--- config.mk ---
export PLATFORM = sky130hd
export DESIGN_NAME = spi_master_mc
export DESIGN_NICKNAME = d
export VERILOG_FILES = /design/src/rtl/spi_master_mc.sv
export SDC_FILE = /design/constraint.sdc
export NUM_CORES = 1
export LEC_CHECK = 0
export CAP_MARGIN = 10
export CELL_PAD_IN_SITES_DETAIL_PLACEMENT = 2
export CELL_PAD_IN_SITES_GLOBAL_PLACEMENT = 2
export CORE_UTILIZATION = 33
export DETAILED_ROUTE_END_ITERATION = 16
export PLACE_DENSITY_LB_ADDON = 0.1
export SYNTH_ARGS = -nofsm -noshare
export SYNTH_HDL_FRONTEND = slang
export SYNTH_SLANG_ARGS = --single-unit
--- constraint.sdc ---
create_clock -name clk -period 2 [get_ports clk]
set_input_delay 0.4 -clock clk [delete_from_list [all_inputs] [get_ports clk]]
set_output_delay 0.4 -clock clk [all_outputs]
set_load 0.05 [all_outputs]
--- src/rtl/spi_master_mc.sv ---
// spi_master_mc: multi-chip-select, bit-serial SPI master clocked by the system clock.
// Frames: IDLE -> CMD -> {WDATA | TURN -> RDATA} -> GAP -> IDLE, MSB first.
// Optional feature: define PARITY_EN to add an even-parity bit after each data word.
// Handshake: a command is taken on any rising edge where data_in_valid && ready;
// ready is high only in IDLE, and valid while ready is low is ignored (no queueing).
module spi_master_mc #(
  parameter int NUM_CS    = 2,
  parameter int DATA_W    = 8,
  parameter int ADDR_W    = 5,
  parameter int MAX_BURST = 32,
  localparam int CSW      = (NUM_CS > 1) ? $clog2(NUM_CS) : 1
) (
  input  logic                     clk,
  input  logic                     rst,
  input  logic [DATA_W+ADDR_W+1:0] Data_in,
  input  logic                     data_in_valid,
  input  logic [CSW-1:0]           CS_Sel,
  output logic                     ready,
  output logic                     MOSI,
  input  logic                     MISO,
  output logic [NUM_CS-1:0]        CS,
  output logic [DATA_W-1:0]        Data_out,
  output logic                     data_out_valid,
  output logic                     parity_err,
  output logic [2:0]               dbg_state
);

  localparam int FRAME_W = DATA_W + ADDR_W + 2;
  localparam int CMD_LEN = ADDR_W + 2;
`ifdef PARITY_EN
  localparam int WORD_LEN = DATA_W + 1;
`else
  localparam int WORD_LEN = DATA_W;
`endif
  localparam int CNT_MAX = (CMD_LEN > WORD_LEN) ? CMD_LEN : WORD_LEN;
  localparam int CNT_W   = $clog2(CNT_MAX + 1);

  localparam logic [1:0]        MODE_RD_INC = 2'b01;
  localparam logic [1:0]        MODE_BCAST  = 2'b11;
  localparam logic [DATA_W-1:0] ONE_WORD    = DATA_W'(1);
  localparam logic [DATA_W-1:0] MAX_N       = DATA_W'(MAX_BURST);

  typedef enum logic [2:0] {
    S_IDLE, S_CMD, S_WDATA, S_TURN, S_RDATA, S_GAP
  } state_t;

  state_t state_q, state_d;

  logic [1:0]        in_mode;
  logic [ADDR_W-1:0] in_addr;
  logic [DATA_W-1:0] in_data;
  logic              accept, drop;
  logic [DATA_W-1:0] burst_n;

  logic [FRAME_W-1:0] tx_sh;
  logic               is_wr_q, bcast_q;
  logic [CSW-1:0]     sel_q;
  logic [DATA_W-1:0]  words_left;
  logic [CNT_W-1:0]   bit_cnt;
  logic [DATA_W-1:0]  rx_sh;
  logic               cmd_end, word_end, cs_active;
`ifdef PARITY_EN
  logic               tx_par;
`endif

  assign in_mode   = Data_in[1:0];
  assign in_addr   = Data_in[ADDR_W+1:2];
  assign in_data   = Data_in[FRAME_W-1:ADDR_W+2];
  assign accept    = data_in_valid && (state_q == S_IDLE);
  assign drop      = (int'(CS_Sel) >= NUM_CS) && (in_mode != MODE_BCAST);
  assign cmd_end   = (bit_cnt == CNT_W'(CMD_LEN - 1));
  assign word_end  = (bit_cnt == CNT_W'(WORD_LEN - 1));
  assign cs_active = (state_q == S_CMD) || (state_q == S_WDATA) ||
                     (state_q == S_TURN) || (state_q == S_RDATA);
  assign ready     = (state_q == S_IDLE);
  assign dbg_state = state_q;

  // Word count for the accepted command: 1 for everything except RD_INC, which is clipped to 1..MAX_BURST.
  always_comb begin
    burst_n = ONE_WORD;
    if (in_mode == MODE_RD_INC) begin
      if (in_data == '0)        burst_n = ONE_WORD;
      else if (in_data > MAX_N) burst_n = MAX_N;
      else                      burst_n = in_data;
    end
  end

  // State register; async reset aborts any frame in flight.
  always_ff @(posedge clk or negedge rst) begin
    if (!rst) state_q <= S_IDLE;
    else      state_q <= state_d;
  end

  // Next-state logic; a dropped command (bad CS_Sel) goes straight to the single GAP cycle.
  always_comb begin
    state_d = state_q;
    case (state_q)
      S_IDLE:  if (data_in_valid) state_d = drop ? S_GAP : S_CMD;
      S_CMD:   if (cmd_end) state_d = is_wr_q ? S_WDATA : S_TURN;
      S_WDATA: if (word_end) state_d = S_GAP;
      S_TURN:  state_d = S_RDATA;
      S_RDATA: if (word_end && (words_left == ONE_WORD)) state_d = S_GAP;
      S_GAP:   state_d = S_IDLE;
      default: state_d = S_IDLE;
    endcase
  end

  // Serial outputs: MOSI carries mode/addr then write data; CS low only while a frame is on the wire.
  always_comb begin
    MOSI = 1'b0;
    CS   = '1;
    case (state_q)
      S_CMD:   MOSI = tx_sh[FRAME_W-1];
`ifdef PARITY_EN
      S_WDATA: MOSI = word_end ? tx_par : tx_sh[FRAME_W-1];
`else
      S_WDATA: MOSI = tx_sh[FRAME_W-1];
`endif
      default: MOSI = 1'b0;
    endcase
    if (cs_active) begin
      if (bcast_q) CS = '0;
      else         CS[sel_q] = 1'b0;
    end
  end

  // Datapath: command capture, TX shifting, bit/word counting and RX word assembly.
  always_ff @(posedge clk or negedge rst) begin
    if (!rst) begin
      tx_sh          <= '0;
      is_wr_q        <= 1'b0;
      bcast_q        <= 1'b0;
      sel_q          <= '0;
      words_left     <= '0;
      bit_cnt        <= '0;
      rx_sh          <= '0;
      Data_out       <= '0;
      data_out_valid <= 1'b0;
`ifdef PARITY_EN
      tx_par         <= 1'b0;
      parity_err     <= 1'b0;
`endif
    end else begin
      data_out_valid <= 1'b0;
`ifdef PARITY_EN
      parity_err     <= 1'b0;
`endif
      if (accept) begin
        tx_sh      <= {in_mode, in_addr, in_data};
        is_wr_q    <= in_mode[1];
        bcast_q    <= (in_mode == MODE_BCAST);
        sel_q      <= CS_Sel;
        words_left <= burst_n;
`ifdef PARITY_EN
        tx_par     <= ^in_data;
`endif
      end
      if ((state_q == S_CMD) || (state_q == S_WDATA)) tx_sh <= tx_sh << 1;

      if (state_d != state_q)                     bit_cnt <= '0;
      else if ((state_q == S_RDATA) && word_end)  bit_cnt <= '0;
      else if ((state_q == S_CMD) || (state_q == S_WDATA) || (state_q == S_RDATA))
        bit_cnt <= bit_cnt + 1'b1;
      else                                        bit_cnt <= '0;

      if (state_q == S_RDATA) begin
`ifdef PARITY_EN
        // Last cycle of a word is the slave's parity bit; the word is delivered with its check.
        if (word_end) begin
          Data_out       <= rx_sh;
          data_out_valid <= 1'b1;
          parity_err     <= ((^rx_sh) != MISO);
          words_left     <= words_left - 1'b1;
        end else begin
          rx_sh <= {rx_sh[DATA_W-2:0], MISO};
        end
`else
        rx_sh <= {rx_sh[DATA_W-2:0], MISO};
        if (word_end) begin
          Data_out       <= {rx_sh[DATA_W-2:0], MISO};
          data_out_valid <= 1'b1;
          words_left     <= words_left - 1'b1;
        end
`endif
      end
    end
  end

`ifndef PARITY_EN
  assign parity_err = 1'b0;
`endif

endmodule
==> results of run 1 <==
==> registers in the layout (all words and copies together), names as in the netlist <==
name / cells
bit_cnt: 4
words_left: 8
Data_out: 8
tx_sh: 15
bcast_q: 1
is_wr_q: 1
rx_sh: 7
sel_q: 1
dbg_state: 3
data_out_valid: 1
==> per-layer routing <==
layer	wire length [um]	share of wire (%)	vias up
met4	60	0.91	0
met2	3280	50	42
met3	212	3.2	6
li1	-	-	980
met1	3060	46	1032
met5	0	0	-
==> synthesized netlist by cell type (all sizes together) (2+ instances only) <==
cell type / n
nand2: 73
dfrtp: 49
nor2: 20
inv: 11
o21ai: 10
a22oi: 9
a21oi: 8
nor3: 8
buf: 7
nand3: 6
a221o: 5
clkbuf: 5
ha: 4
o22ai: 3
a21o: 2
and2: 2
and3b: 2
mux2i: 2
nand2b: 2
nand3b: 2
nor2b: 2
nor4: 2
nor4b: 2
o221ai: 2
xnor2: 2
xor2: 2
==> final timing paths <==
kind	from	to	slack, ps	depth (start not counted)
min	rst	rx_sh[5]	60	2
max	dbg_state[1]	MOSI	90	4
min in group clk	Data_out[6]	Data_out[6]	480	2
min reg2reg	Data_out[6]	Data_out[6]	480	2
max reg2reg	dbg_state[1]	words_left[2]	140	5
max in group asynchronous	rst	dbg_state[2]	1690	2
==> where the power goes <==
part / switching [mW] / internal [mW] / total, mW / leakage [nW]
clock: 0.343 / 0.243 / 0.586 / 0.0450
combinational: 1.11 / 0.893 / 2.00 / 0.826
sequential: 0.248 / 1.30 / 1.55 / 0.631
==> cells by family (layout without fill, tap and decap cells) <==
group | after synthesis | after routing | share of synthesized area [%]
simple gates | 129 | 129 | 26.3
compound gates | 43 | 43 | 12.4
mux | 2 | 2 | 0.850
fa+ha+maj | 4 | 4 | 2.12
xor+xnor | 4 | 4 | 1.49
flops | 49 | 49 | 52.0
buf+inv | 23 | 83 | 4.67
other cells | 1 | 1 | 0.159
==> layout make-up <==
type                            count  area [um2]
Clock inverter                      2        10.0
Inverter                           11        41.3
Timing Repair Buffer               64         632
Fill cell                         749        3660
Sequential cell                    49        1230
Clock buffer                        6        72.6
Multi-Input combinational cell    183        1070
Tap cell                           96         120
==> placed cells by master, fill, tap and decap left out, types with 6 or more instances in the layout <==
cell	instances
a21oi_1	8
a22oi_1	9
buf_12	6
buf_4	28
clkdlybuf4s50_1	27
dfrtp_1	46
inv_1	11
nand2_1	73
nor2_1	17
nor3_1	7
o21ai_0	8
==> through the flow <==
stage	hold slack (ps)	instance area, um2	total power [mW]	setup TNS, ps	cells
finish	61.6	3170	4.13	0	411
global placement	415	3010	3.40	-879	396
global route	81.1	3170	4.42	0	411
CTS	70.2	3120	4.14	0	408
detailed placement	414	3010	3.48	-1490	396
floorplan	104	2400	2.74	0	255
==> worst reg2reg max path, stage by stage, from the launching register on <==
cell and delay [ps]:
dfrtp_2 450, buf_4 150, or4b_4 580, nor4b_4 250, nand3_2 130, o221ai_1 200
==> repair_timing <==
action	4_1_cts	5_1_grt
setup endpoints to repair	2	2
resized for setup	0	6
pin swaps	1	1
buffers inserted	4	3
==> run metrics, run 1 <==
CP Launch Type flip-flop; vias per cell between 5 and 6; top cells by area, synth dfrtp_1 (52%), nand2_1 (12%), nor2_1 (3.2%); vias in the first global route 2169; share of cells above drive strength 1 19.4%; Rows 30; LEAKAGE between 1.5 and 2 nW; final slew viol count 0; GPL Wtd Cong approximately 0.74; Worst-path clk slew roughly 90 ps; RSZ-0062 raised after global routing no; kind of critical path reg2out; Synth top area share about 52%; num ports 37; Max Fclk roughly 520 MHz; HPWL after DPL roughly 4800 um; asr flop ratio synth between 90% and 100%; DRC Markers 0; synthesized area per cell 9.24 um2; Worst setup EP type output pin; WL/cell roughly 16 um; post-cts hold buffer count 0; nets@finish between 300 and 400; CTS tree built; sequential share of the synthesized area around 52%; Root Buffer clkbuf_8; slowest cell delay on critical path about 450 ps; worst-path maximum fanout 4; Worst EP required approximately 1600 ps; crit path DAT 1510 ps; pre-CTS WS -114 ps; most used routing layer met2; Syn Inst Count roughly 260; Worst Max-Slew Pin Slew 504 ps; largest net degree at the start of global routing 50; critical-path cell list xnor2_1 > nor2_1 > and2_4 > buf_12; Layout area overhead 34.7%; worst setup margin between 90 and 100 ps; H-Tree Depth 2; final WL 6620 um; worst path bufs/invs 1; final antenna-violating net count 0; core area just under 7000 um2; number of flops mapped to enable cells by yosys 0; Synth Register Bits slightly below 50; diode count 0; Layout Utilization around 46%; initial antenna violation count 0; drt first pass iters 4; Port Buffers 35; Unique masters post-synth 43; DR vias roughly 2100; met2 Usage GRT 33.3%; largest area contributor in the synthesized netlist dfrtp_1; period utilization a little over nine tenths; Chip Height 86.5 um; GR Util met3 under 10%; Period minus WS final between 1500 and 2000 ps; die width between 80 and 90 um; Global Route met1 Usage 26.0%; clock sink total a little under 50; PD cells between 1000 and 1500 nW/um2; slowest cell on the critical path dfrtp_2; grt total ovfl 0; worst skew pair latency slightly above 300 ps; maximum VDD drop ~0.00078 V; global-route wire length before repair ~11000 um; syn nets approximately 280; Total GRT Usage 19.6%; worst min path class in2async; slew margin rel. between 60 and 70%; Synth warnings 0; die area 7480 um2; Initial Util around 34%; initial DRC count between 70 and 80; total CTS buffers 5; Post-Syn Area roughly 2400 um2; dominant synthesized flop cell dfrtp_1; Final Setup Violations 0; Max-cap violations 0; status completed; Hold Vio Cnt, Final 0; Max Root-Sink Buffers 2; Top delay family on crit path flip-flops; skew final 6.81 ps
(Power assumes the default switching activity.)
==> run 2: changes to the inputs <==
ABC_CLOCK_PERIOD_IN_PS = 2000   (was not set)
CAP_MARGIN = not set   (was 10)
==> results of run 2 <==
The final DEF is identical to that of run 1; final timing and power are the same.
